$ cat config.mk
export PLATFORM = sky130hd
export DESIGN_NAME = cv32e40p_apu_int_responder
export DESIGN_NICKNAME = d
export VERILOG_FILES = /design/src/rtl/cv32e40p_apu_int_responder.sv
export SDC_FILE = /design/constraint.sdc
export NUM_CORES = 1
export LEC_CHECK = 0
export ABC_AREA = 1
export BUFFER_PORTS_ARGS = -buffer_cell sky130_fd_sc_hd__clkbuf_2
export CORE_MARGIN = 1
export CORE_UTILIZATION = 30
export DETAILED_ROUTE_END_ITERATION = 10
export GPL_TIMING_DRIVEN = 0
export MAX_ROUTING_LAYER = met4
export PLACE_DENSITY = 0.58
export SETUP_SLACK_MARGIN = 0.3
export SYNTH_ARGS = -nofsm -noshare
export SYNTH_HDL_FRONTEND = slang
export SYNTH_SLANG_ARGS = --single-unit
$ cat constraint.sdc
create_clock -name clk_i -period 3.6 [get_ports clk_i]
set_input_delay 0.18 -clock clk_i [delete_from_list [all_inputs] [get_ports clk_i]]
set_output_delay 0.18 -clock clk_i [all_outputs]
set_load 0.005 [all_outputs]
$ cat src/rtl/cv32e40p_apu_int_responder.sv
// -----------------------------------------------------------------------------
// cv32e40p_apu_int_responder
//
// Purpose:
//   Slave end of the core's APU request/grant/rvalid interface, used in place
//   of the FP wrapper to offload integer work. Ops 0..6 (ADD, SUB, AND, OR,
//   XOR, MIN, MAX) are computed at grant time. They then pass through a
//   PIPE_LAT-deep register chain. Op 7 (MULU) runs on an iterative shift-add
//   multiplier that takes 32 cycles. Results come back strictly in grant
//   order, with one rvalid pulse per granted request.
//
// Ports:
//   clk_i          clock
//   rst_i          asynchronous active-high reset
//   apu_req_i      request valid
//   apu_gnt_o      grant (combinational); a transfer occurs on req & gnt
//   apu_operands_i operands: [0]=A, [1]=B, remaining entries ignored
//   apu_op_i       opcode; only [2:0] are decoded
//   apu_flags_i    ignored; present for interface compatibility
//   apu_rvalid_o   single-cycle result pulse, no backpressure
//   apu_rdata_o    result, meaningful only while apu_rvalid_o is high
//   apu_rflags_o   [0]=zero, [1]=carry/borrow, [2]=signed overflow, rest 0
//   busy_o         a pipe stage is valid or the multiplier is not idle
//
// Configuration:
//   CV32E40P_APU_INT_RESPONDER_SVA_EN  compiles the inline protocol assertions.
//                                      The functional logic does not change.
// -----------------------------------------------------------------------------
module cv32e40p_apu_int_responder #(
  parameter int unsigned PIPE_LAT = 1,  // legal 1..4
  parameter int unsigned NARGS    = 3,
  parameter int unsigned WOP      = 6,
  parameter int unsigned NDSFLAGS = 15,
  parameter int unsigned NUSFLAGS = 5
) (
  input  logic                clk_i,
  input  logic                rst_i,
  input  logic                apu_req_i,
  output logic                apu_gnt_o,
  input  logic [31:0]         apu_operands_i [NARGS],
  input  logic [WOP-1:0]      apu_op_i,
  input  logic [NDSFLAGS-1:0] apu_flags_i,
  output logic                apu_rvalid_o,
  output logic [31:0]         apu_rdata_o,
  output logic [NUSFLAGS-1:0] apu_rflags_o,
  output logic                busy_o
);

  typedef enum logic [2:0] {
    OP_ADD  = 3'd0,
    OP_SUB  = 3'd1,
    OP_AND  = 3'd2,
    OP_OR   = 3'd3,
    OP_XOR  = 3'd4,
    OP_MIN  = 3'd5,
    OP_MAX  = 3'd6,
    OP_MULU = 3'd7
  } op_e;

  typedef enum logic [1:0] {
    S_IDLE = 2'd0,
    S_MUL  = 2'd1,
    S_RESP = 2'd2
  } state_e;

  localparam int unsigned LAST = PIPE_LAT - 1;

  // ---------------------------------------------------------------------------
  // Unused inputs. They are folded into one sink so the intent is explicit.
  // ---------------------------------------------------------------------------
  logic        unused_inputs;
  logic [31:0] unused_ops;

  always_comb begin
    unused_ops = '0;
    for (int i = 0; i < int'(NARGS); i++) unused_ops ^= apu_operands_i[i];
  end

  assign unused_inputs = ^{apu_flags_i, apu_op_i, unused_ops};

  // ---------------------------------------------------------------------------
  // Request decode
  // ---------------------------------------------------------------------------
  op_e         op;
  logic [31:0] opa;
  logic [31:0] opb;
  logic        is_mul;

  assign op     = op_e'(apu_op_i[2:0]);
  assign opa    = apu_operands_i[0];
  assign opb    = apu_operands_i[1];
  assign is_mul = (op == OP_MULU);

  // ---------------------------------------------------------------------------
  // Single-cycle ALU for the pipelined ops. Evaluated on the request itself.
  // ---------------------------------------------------------------------------
  logic [32:0] sum;
  logic [32:0] diff;
  logic [31:0] alu_res;
  logic        alu_carry;
  logic        alu_ovf;
  logic [2:0]  alu_flags;

  // NOTE: every combinational output gets a default before the case. A missing
  // default on any path would infer a latch.
  always_comb begin
    sum       = {1'b0, opa} + {1'b0, opb};
    // Bit 32 of a zero-extended subtract is set exactly when A < B unsigned.
    diff      = {1'b0, opa} - {1'b0, opb};
    alu_res   = '0;
    alu_carry = 1'b0;
    alu_ovf   = 1'b0;
    unique case (op)
      OP_ADD: begin
        alu_res   = sum[31:0];
        alu_carry = sum[32];
        alu_ovf   = (opa[31] == opb[31]) && (alu_res[31] != opa[31]);
      end
      OP_SUB: begin
        alu_res   = diff[31:0];
        alu_carry = diff[32];
        alu_ovf   = (opa[31] != opb[31]) && (alu_res[31] != opa[31]);
      end
      OP_AND:  alu_res = opa & opb;
      OP_OR:   alu_res = opa | opb;
      OP_XOR:  alu_res = opa ^ opb;
      OP_MIN:  alu_res = ($signed(opa) < $signed(opb)) ? opa : opb;
      OP_MAX:  alu_res = ($signed(opa) < $signed(opb)) ? opb : opa;
      OP_MULU: alu_res = '0;  // handled by the iterative multiplier
      default: alu_res = '0;
    endcase
    alu_flags = {alu_ovf, alu_carry, (alu_res == 32'd0)};
  end

  // ---------------------------------------------------------------------------
  // Pipeline for ops 0..6. Stage 0 is loaded at grant, and the last stage
  // drives the response. Latency is therefore exactly PIPE_LAT cycles.
  // ---------------------------------------------------------------------------
  logic [PIPE_LAT-1:0] pipe_vld;
  logic [31:0]         pipe_data  [PIPE_LAT];
  logic [2:0]          pipe_flags [PIPE_LAT];
  logic                pipe_empty;
  logic                xfer;

  state_e      state;
  state_e      state_d;
  logic [31:0] mul_a;
  logic [31:0] mul_a_d;
  logic [31:0] mul_b;
  logic [31:0] mul_b_d;
  logic [31:0] acc;
  logic [31:0] acc_d;
  logic [4:0]  cnt;
  logic [4:0]  cnt_d;

  assign pipe_empty = ~|pipe_vld;

  // MULU is granted only from IDLE with an empty pipe, so its response cannot
  // overtake or collide with a pipelined result. A pipelined op granted in
  // RESP lands at least one cycle after the MULU pulse.
  assign apu_gnt_o = apu_req_i
                   & ((state == S_IDLE) | (state == S_RESP))
                   & (~is_mul | ((state == S_IDLE) & pipe_empty));
  assign xfer      = apu_req_i & apu_gnt_o;

  // NOTE: the data registers are reset as well as the valids, although the
  // valids alone would gate them. Resetting them keeps apu_rdata_o and
  // apu_rflags_o at zero out of reset instead of X.
  always_ff @(posedge clk_i or posedge rst_i) begin
    if (rst_i) begin
      pipe_vld <= '0;
      for (int i = 0; i < int'(PIPE_LAT); i++) begin
        pipe_data[i]  <= '0;
        pipe_flags[i] <= '0;
      end
    end else begin
      // NOTE: sequential state uses non-blocking assignments. Each stage then
      // reads its predecessor's old value, and the chain shifts by exactly one.
      pipe_vld[0]   <= xfer & ~is_mul;
      pipe_data[0]  <= alu_res;
      pipe_flags[0] <= alu_flags;
      for (int i = 1; i < int'(PIPE_LAT); i++) begin
        pipe_vld[i]   <= pipe_vld[i-1];
        pipe_data[i]  <= pipe_data[i-1];
        pipe_flags[i] <= pipe_flags[i-1];
      end
    end
  end

  // ---------------------------------------------------------------------------
  // Iterative multiplier FSM: state register
  // ---------------------------------------------------------------------------
  always_ff @(posedge clk_i or posedge rst_i) begin
    if (rst_i) begin
      state <= S_IDLE;
      mul_a <= '0;
      mul_b <= '0;
      acc   <= '0;
      cnt   <= '0;
    end else begin
      state <= state_d;
      mul_a <= mul_a_d;
      mul_b <= mul_b_d;
      acc   <= acc_d;
      cnt   <= cnt_d;
    end
  end

  // ---------------------------------------------------------------------------
  // Iterative multiplier FSM: next state. Each MUL cycle consumes one bit of B.
  // With cnt running 31..0, a grant at t puts the response in cycle t+33.
  // ---------------------------------------------------------------------------
  always_comb begin
    state_d = state;
    mul_a_d = mul_a;
    mul_b_d = mul_b;
    acc_d   = acc;
    cnt_d   = cnt;
    unique case (state)
      S_IDLE: begin
        if (xfer && is_mul) begin
          mul_a_d = opa;
          mul_b_d = opb;
          acc_d   = '0;
          cnt_d   = 5'd31;
          state_d = S_MUL;
        end
      end
      S_MUL: begin
        if (mul_b[0]) acc_d = acc + mul_a;
        mul_a_d = mul_a << 1;
        mul_b_d = mul_b >> 1;
        if (cnt == 5'd0) state_d = S_RESP;
        else             cnt_d   = cnt - 5'd1;
      end
      S_RESP:  state_d = S_IDLE;
      default: state_d = S_IDLE;
    endcase
  end

  // ---------------------------------------------------------------------------
  // Response mux. By construction, only one of the two sources is ever active.
  // ---------------------------------------------------------------------------
  logic resp_vld;

  assign resp_vld     = (state == S_RESP);
  assign apu_rvalid_o = pipe_vld[LAST] | resp_vld;
  assign apu_rdata_o  = resp_vld ? acc : pipe_data[LAST];
  assign apu_rflags_o = resp_vld ? NUSFLAGS'({2'b00, (acc == 32'd0)})
                                 : NUSFLAGS'(pipe_flags[LAST]);
  assign busy_o       = (|pipe_vld) | (state != S_IDLE);

`ifdef CV32E40P_APU_INT_RESPONDER_SVA_EN
  // Grants accepted minus responses returned.
  int          outstanding;
  logic [63:0] ops_ab;

  assign ops_ab = {opb, opa};

  always_ff @(posedge clk_i or posedge rst_i) begin
    if (rst_i) outstanding <= 0;
    else       outstanding <= outstanding + int'(xfer) - int'(apu_rvalid_o);
  end

  a_req_stable : assert property (@(posedge clk_i) disable iff (rst_i)
    (apu_req_i && !apu_gnt_o) |=> (apu_req_i && $stable(apu_op_i) && $stable(ops_ab)));

  a_one_source : assert property (@(posedge clk_i) disable iff (rst_i)
    !(pipe_vld[LAST] && resp_vld));

  a_outstanding : assert property (@(posedge clk_i) disable iff (rst_i)
    (outstanding >= 0) && (outstanding <= int'(PIPE_LAT) + 1));

  a_mul_gnt : assert property (@(posedge clk_i) disable iff (rst_i)
    (xfer && is_mul) |-> (pipe_empty && state == S_IDLE));

  a_busy : assert property (@(posedge clk_i) disable iff (rst_i)
    !busy_o |-> (outstanding == 0));
`else
  // No assertions in this build.
`endif

endmodule

Yosys cells after proc, flatten, opt, wreduce, memory -nomap -nowiden
Cells that the tools add are included.

Reductions and logical operators: 15. Equality and inequality tests: 17. Order comparisons: 1. Bitwise gates (word level): 13. Multipliers: 0. Div/mod/pow operators: 0. Shifts and indexed selects: 0. $add $sub $neg: 4. Muxes and demuxes: 20.

Operators with widths (count): 32-bit case mux with 8 select lines (1); 32-bit two-way mux (7); 32-bit case mux with 2 select lines (3); 32-bit zero test (2); 32-bit by 32-bit adder with 33-bit output (1); 32-bit by 32-bit subtractor with 33-bit output (1); 32-bit adder (1); 32-bit bitwise AND (1); 32-bit less-than comparator (1); 32-bit OR (1); 32-bit bitwise XOR (1); 3-bit equality test, second input constant (4); 5-bit two-way mux (2); 5-bit case mux with 2 select lines (1); 3-bit by 2-bit equality test with 1-bit output, second input constant (2); 2-bit != test, second input constant (3); 3-bit AND reduction (2); 1-bit bitwise AND (5); 5-bit zero test (1); 5-bit by 1-bit subtractor with 5-bit output, second input constant (1); 2-bit two-way mux (2); 1-bit OR (4); 1-bit case mux with 2 select lines (2); 2-bit case mux with 2 select lines (1); 14 further kinds (20).

Memories: 0. Output and inout bits: 40. Input port bits: 120. Flip-flop bits (word level): 139. Bits in writable memories: 0. Logic and storage cells: 78. Latch bits: 0. ROM bits: 0.

Longest topological paths before layout
Depth in word-level cells: 8. Mapped depth: 25. Depth with buffers taken out: 24.

Least setup slack after synthesis
Ideal clock, no wire load.

Path kind: input port to flip-flop. Start point: in apu_operands_i[64] (netlist name). End point: reg pipe_flags[0] (netlist name). Arrival time: 2510 ps. Path buffers: 2. Library setup time: 71 ps. Stages on the path: 24. Data required time: 3529 ps. Path slack: 1019 ps. Path through: inv_1 -> ha_1 -> fa_1 -> inv_1 -> nand2_1 -> nand2_1 -> nand3_1 -> nand2_1 -> nand2_1 -> nand2_2 -> nand2_4 -> nand2_4 -> nand2_2 -> nand2_1 -> buf_6 -> buf_6 -> nand2_1 -> nand3_1 -> nand3b_1 -> nor2_1 -> nand3_1 -> nor2_1 -> nand2_1 -> nor2_1.

Cells in the longest elaborated chain, start to end: 4. Elaborated cells on any way between the ends: 10. Those cells by class: add/sub (2); order compare (1); mux (3); bitwise (3); reduce/logical (1).

RTL lines: start: declaration (line 40) `input logic [31:0] apu_operands_i [NARGS],`; 32-bit less-than comparator (line 127, 128); 32-bit two-way mux, on equally long branches (line 128, 127); 32-bit case mux with 8 select lines * (line 113) `unique case (op)`; 32-bit zero test * (line 132) `alu_flags = {alu_ovf, alu_carry, (alu_res == 32'd0)};`; via alu_flags[0] (line 102) `logic [2:0] alu_flags;`; end signal: indexed assignment (line 185) `pipe_flags[i] <= pipe_flags[i-1];`; end: declaration (line 141) `logic [2:0] pipe_flags [PIPE_LAT];`.

Mark *: on every way through the listed nets, which the timed path passes. The rest lies on a longest branch. A chain may end at the register's enable or synchronous reset.

Worst setup path in the final report
Start point: in apu_op_i[2]. End point: reg pipe_flags[0] (netlist name).

Cells in the longest elaborated chain, start to end: 3. Elaborated cells on any way between the ends: 10. Those cells by class: eq/ne (7); mux (1); reduce/logical (2).

RTL lines: start: declaration (line 41) `input logic [WOP-1:0] apu_op_i,`; 3-bit equality test, or another cell as far along (line 113); 32-bit case mux with 8 select lines * (line 113); via alu_res[3] (line 99) `logic [31:0] alu_res;`; 32-bit zero test * (line 132); via alu_flags[0] (line 102).

Marked as above.

==> impl_metrics.prom <==
# TYPE chip_impl_metric gauge
chip_impl_metric{name="syn-instance-count",unit=""} 2209
chip_impl_metric{name="dieWidth",unit="µm"} 219.4
chip_impl_metric{name="timing.reg2reg.setup_slack",unit="ps"} 580
chip_impl_metric{name="drtIter0Drc",unit=""} 1561
chip_impl_metric{name="setup_viol_count_final",unit=""} 0
chip_impl_metric{name="max_slew_margin",unit=""} 0.03856
chip_impl_info{name="leading_post_synthesis_cells_by_cell_area",value="sky130_fd_sc_hd__dfrtp_1 25%, sky130_fd_sc_hd__nand2_1 16%, sky130_fd_sc_hd__ha_1 11%, sky130_fd_sc_hd__inv_1 7.6%, sky130_fd_sc_hd__nand3_1 5.6%"} 1
chip_impl_metric{name="worst_clock_skew",unit="ps"} 8.102
chip_impl_metric{name="fmaxAchievable",unit="MHz"} 321.0
chip_impl_info{name="worst_setup_path_end_kind",value="flop"} 1
chip_impl_metric{name="clk_transition_reported_paths",unit="ps"} 60
chip_impl_metric{name="p_switching",unit="mW"} 3.913
chip_impl_metric{name="drcViolationCount",unit=""} 0
chip_impl_metric{name="synth.yosys.seq_area_share",unit=""} 0.2454
chip_impl_metric{name="synth_edf_count",unit=""} 0
chip_impl_metric{name="part_of_the_power_in_combinational_logic",unit=""} 0.488
chip_impl_info{name="outcome",value="completed"} 1
chip_impl_metric{name="hold_viol",unit=""} 0
chip_impl_metric{name="ys_seq_elements",unit=""} 139
chip_impl_info{name="post-synth-top-count-cell",value="sky130_fd_sc_hd__nand2_1"} 1
chip_impl_metric{name="vias",unit=""} 15740
chip_impl_info{name="hold_class",value="input port to flop"} 1
chip_impl_info{name="crit_chain",value="clkbuf_1, inv_1, nor2_1, clkinv_1, clkbuf_1, o221ai_1, inv_1, nand4_1, nor2_1, nand2_1, nor2_1, nand2_1, nor2_1"} 1
chip_impl_info{name="timing.hold.worst.start",value="apu_operands_i[50]"} 1
chip_impl_metric{name="dp_hpwl",unit="mm"} 54.25
chip_impl_metric{name="worst_skew_pair.late_latency",unit="ps"} 430
chip_impl_info{name="critical_path.reg2reg.endpoint",value="acc[18]"} 1
chip_impl_metric{name="fp.dieArea",unit="µm²"} 48120
chip_impl_metric{name="wire_per_inst",unit="µm"} 21.55
chip_impl_metric{name="hold-path-cell-count",unit=""} 3
chip_impl_metric{name="p_per_area",unit="nW/µm²"} 526.1
chip_impl_metric{name="global_route_wire_length_before_repair",unit="mm"} 94.08
chip_impl_metric{name="h-tree-depth",unit=""} 4
chip_impl_metric{name="fillCellCount",unit=""} 5089
chip_impl_metric{name="io_pins",unit=""} 160
chip_impl_metric{name="power.share.clock",unit=""} 0.223
chip_impl_info{name="yosysTopAreaCell",value="sky130_fd_sc_hd__dfrtp_1"} 1
chip_impl_metric{name="worst_case_reg_to_reg_path_depth",unit=""} 14
chip_impl_metric{name="synthesis.area_per_instance",unit="µm²"} 6.417
chip_impl_metric{name="synth.lib_cells_used.distinct",unit=""} 54
chip_impl_metric{name="cell_int_power",unit="mW"} 4.684
chip_impl_metric{name="postRouteAntennaNets",unit=""} 0
chip_impl_metric{name="post-place-cells",unit=""} 2927
chip_impl_metric{name="slowest_delay",unit="ps"} 730
chip_impl_metric{name="cp.arrival",unit="ps"} 3430
chip_impl_info{name="crit_path_frequent_cell",value="sky130_fd_sc_hd__nor2_1"} 1
chip_impl_metric{name="synth-async-reset-ratio",unit=""} 1.000
chip_impl_metric{name="wl_met2",unit="mm"} 29.44
chip_impl_metric{name="sequential_cell_fraction_of_total_power",unit=""} 0.289
chip_impl_info{name="worstSetupStartpointType",value="input port"} 1
chip_impl_info{name="grt_setup_unrepaired",value="true"} 1
chip_impl_metric{name="design.final.nets",unit=""} 2599
chip_impl_metric{name="number_of_violations_of_the_max_capacitance_limit",unit=""} 0
chip_impl_metric{name="highest_fanout_seen_on_the_critical_path",unit=""} 10
chip_impl_metric{name="core.rowCount",unit=""} 79
chip_impl_metric{name="io_buffer_count",unit=""} 106
chip_impl_metric{name="grt_start_max_net_pins",unit=""} 43
chip_impl_metric{name="gp_congestion",unit=""} 0.9909
chip_impl_metric{name="vdd_drop_max",unit="mV"} 0.3648
chip_impl_metric{name="met1Wirelength",unit="mm"} 29.36
chip_impl_metric{name="yosysTopAreaCellShare",unit=""} 0.2454
chip_impl_metric{name="grt_usage",unit=""} 0.2734
chip_impl_metric{name="cts_buffer_count",unit=""} 17
chip_impl_metric{name="hold_slack",unit="ps"} 25.33
chip_impl_metric{name="leakagePower",unit="nW"} 8.202
chip_impl_info{name="cts_root_cell",value="sky130_fd_sc_hd__clkbuf_16"} 1
chip_impl_metric{name="sw_frac_of_total",unit=""} 0.4552
chip_impl_metric{name="worst_pin_slew",unit="ps"} 1431
chip_impl_info{name="synth.top_cells.by_count",value="594 x sky130_fd_sc_hd__nand2_1, 288 x sky130_fd_sc_hd__inv_1, 197 x sky130_fd_sc_hd__nor2_1, 160 x sky130_fd_sc_hd__nand3_1, 156 x sky130_fd_sc_hd__a21oi_1"} 1
chip_impl_metric{name="grt_pass1_vias",unit=""} 14840
chip_impl_metric{name="finalMaxSlewViolations",unit=""} 0
chip_impl_info{name="top_signal_layer_used",value="met4"} 1
chip_impl_metric{name="flow.area_growth_from_synthesis",unit="%"} 15.29
chip_impl_metric{name="detailroute.wirelength.met3",unit="mm"} 3.628
chip_impl_metric{name="final.period_utilization",unit=""} 0.8654
chip_impl_info{name="worstSetupPathType",value="input port to flop"} 1
chip_impl_info{name="postSynth.topFlopCell",value="sky130_fd_sc_hd__dfrtp_1"} 1
chip_impl_metric{name="cp_data_required_time",unit="ps"} 3910
chip_impl_metric{name="dieHeight",unit="µm"} 219.4
chip_impl_metric{name="synthesis.area",unit="µm²"} 14170
chip_impl_metric{name="diodes",unit=""} 0
chip_impl_metric{name="core-area",unit="µm²"} 46560
chip_impl_metric{name="clock_path_buffers",unit=""} 2
chip_impl_metric{name="postRouteWirelength",unit="mm"} 63.95
chip_impl_metric{name="layoutNonFillerInstCount",unit=""} 2967
chip_impl_info{name="tritoncts",value="yes"} 1
chip_impl_metric{name="post-layout-total-power",unit="mW"} 8.597
chip_impl_info{name="min_to",value="mul_b[18]"} 1
chip_impl_metric{name="cts_sinks",unit=""} 139
chip_impl_metric{name="antenna_found_initial",unit=""} 0
chip_impl_metric{name="layout-drive-gt1-share",unit=""} 0.1004
chip_impl_metric{name="start_util",unit=""} 0.3045
chip_impl_metric{name="globalRoute.totalOverflow",unit=""} 0
chip_impl_metric{name="min_period",unit="ps"} 3115
chip_impl_info{name="worst_path_slowest_cell",value="sky130_fd_sc_hd__nor2_1"} 1
chip_impl_info{name="regToRegStartpoint",value="mul_a[0]"} 1
chip_impl_metric{name="ys_warn_count",unit=""} 0
chip_impl_metric{name="viasPerCell",unit=""} 5.305
chip_impl_metric{name="firstDrtPassIters",unit=""} 7
==> cell usage in the layout, fill, tap and decap left out, drive strengths merged, types with 13 or more instances in the layout <==
cell type | netlist | routed
clkbuf | 51 | 176
o22ai | 31 | 31
o21bai | 13 | 13
nor3 | 24 | 24
nand3 | 161 | 161
nor2 | 198 | 198
inv | 297 | 297
nor4 | 13 | 13
a21oi | 161 | 161
a22oi | 29 | 29
dfrtp | 139 | 139
o211ai | 42 | 42
nand2 | 602 | 602
xor2 | 15 | 15
nand4 | 41 | 41
buf | 39 | 47
ha | 129 | 129
o21ai | 151 | 151
==> timing repair <==
action | 4_1_cts | 5_1_grt
endpoints found under the setup margin | 0 | 6
hold endpoints to repair | 19 | 0
hold buffers | 2 | 0
resized for setup | 0 | 20
buffers inserted | 0 | 6
==> logic make-up (layout without fill, tap and decap cells) <==
logic type	count (synthesis)	count (layout)	share of synthesized area
fa+ha+maj	132	132	0.1181
simple gates	1047	1047	0.3089
xor+xnor	19	19	0.01174
buf+inv	389	539	0.1115
flops	139	139	0.2454
compound gates	482	482	0.2042
other cells	1	2	0.0002646
==> critical path, delay by kind of cell <==
family | cells | cell delay [ps]
buffers and inverters | 5 | 1630
AND/OR/NAND/NOR | 7 | 1230
AO/OA/AOI/OAI | 1 | 380
==> layout make-up <==
| class | instances | area [µm²] | share of cell area |
|---|---|---|---|
| multi-input cells | 1682 | 9184 | 0.5620 |
| inverters | 299 | 1126 | 0.06891 |
| plain buffers | 90 | 466.7 | 0.02856 |
| clock inverters | 15 | 222.7 | 0.01363 |
| repair buffers | 118 | 679.4 | 0.04157 |
| well taps | 607 | 759.5 | 0.04647 |
| flip-flops and latches | 139 | 3478 | 0.2128 |
| clock buffers | 17 | 425.4 | 0.02603 |
==> power groups by stage <==
stage | clock (mW) | sequential, mW | combinational, mW
detailed placement | 0 | 2.49 | 4.08
global placement | 0 | 2.49 | 4.03
finish | 1.92 | 2.49 | 4.19
CTS | 1.95 | 2.48 | 4.11
floorplan | 0 | 2.36 | 2.83
global route | 2.02 | 2.55 | 4.67
==> state kept, by name, summed over array words and instances, names as in the netlist <==
register and count:
state 2, pipe_data 32, pipe_vld 1, mul_b 32, mul_a 32, pipe_flags 3, acc 32, cnt 5
==> stage by stage <==
step | util | instance area [µm²] | setup slack (ps) | setup TNS, ps
after floorplan | - | 14180 | 1019 | 0
after global placement | 0.3323 | 15470 | -132.7 | -132.7
after detailed placement | 0.3341 | 15550 | -106.1 | -106.1
after CTS | 0.3484 | 16220 | 304.8 | 0
after global routing | 0.3510 | 16340 | 244.3 | 0
final | 0.3510 | 16340 | 484.5 | 0
==> how the worst max path moves through the flow <==
stage	startpoint	cells after the start	slack [ps]	endpoint
final	apu_op_i[2]	13	480	pipe_flags[0]
after global routing	apu_operands_i[64]	26	240	pipe_flags[0]
after CTS	mul_a[0]	14	300	acc[18]
after detailed placement	apu_operands_i[32]	21	-110	pipe_flags[0]
after global placement	apu_op_i[2]	13	-130	pipe_flags[0]
after floorplan	apu_operands_i[64]	24	1020	pipe_flags[0]
==> per-layer routing <==
| layer | global-route usage | vias up |
|---|---|---|
| met1 | 0.3697 | 7475 |
| met5 | - | - |
| li1 | - | 7598 |
| met4 | 0.07662 | 0 |
| met2 | 0.4358 | 592 |
| met3 | 0.02134 | 76 |
No activity file was read; power rests on OpenSTA's default activity.
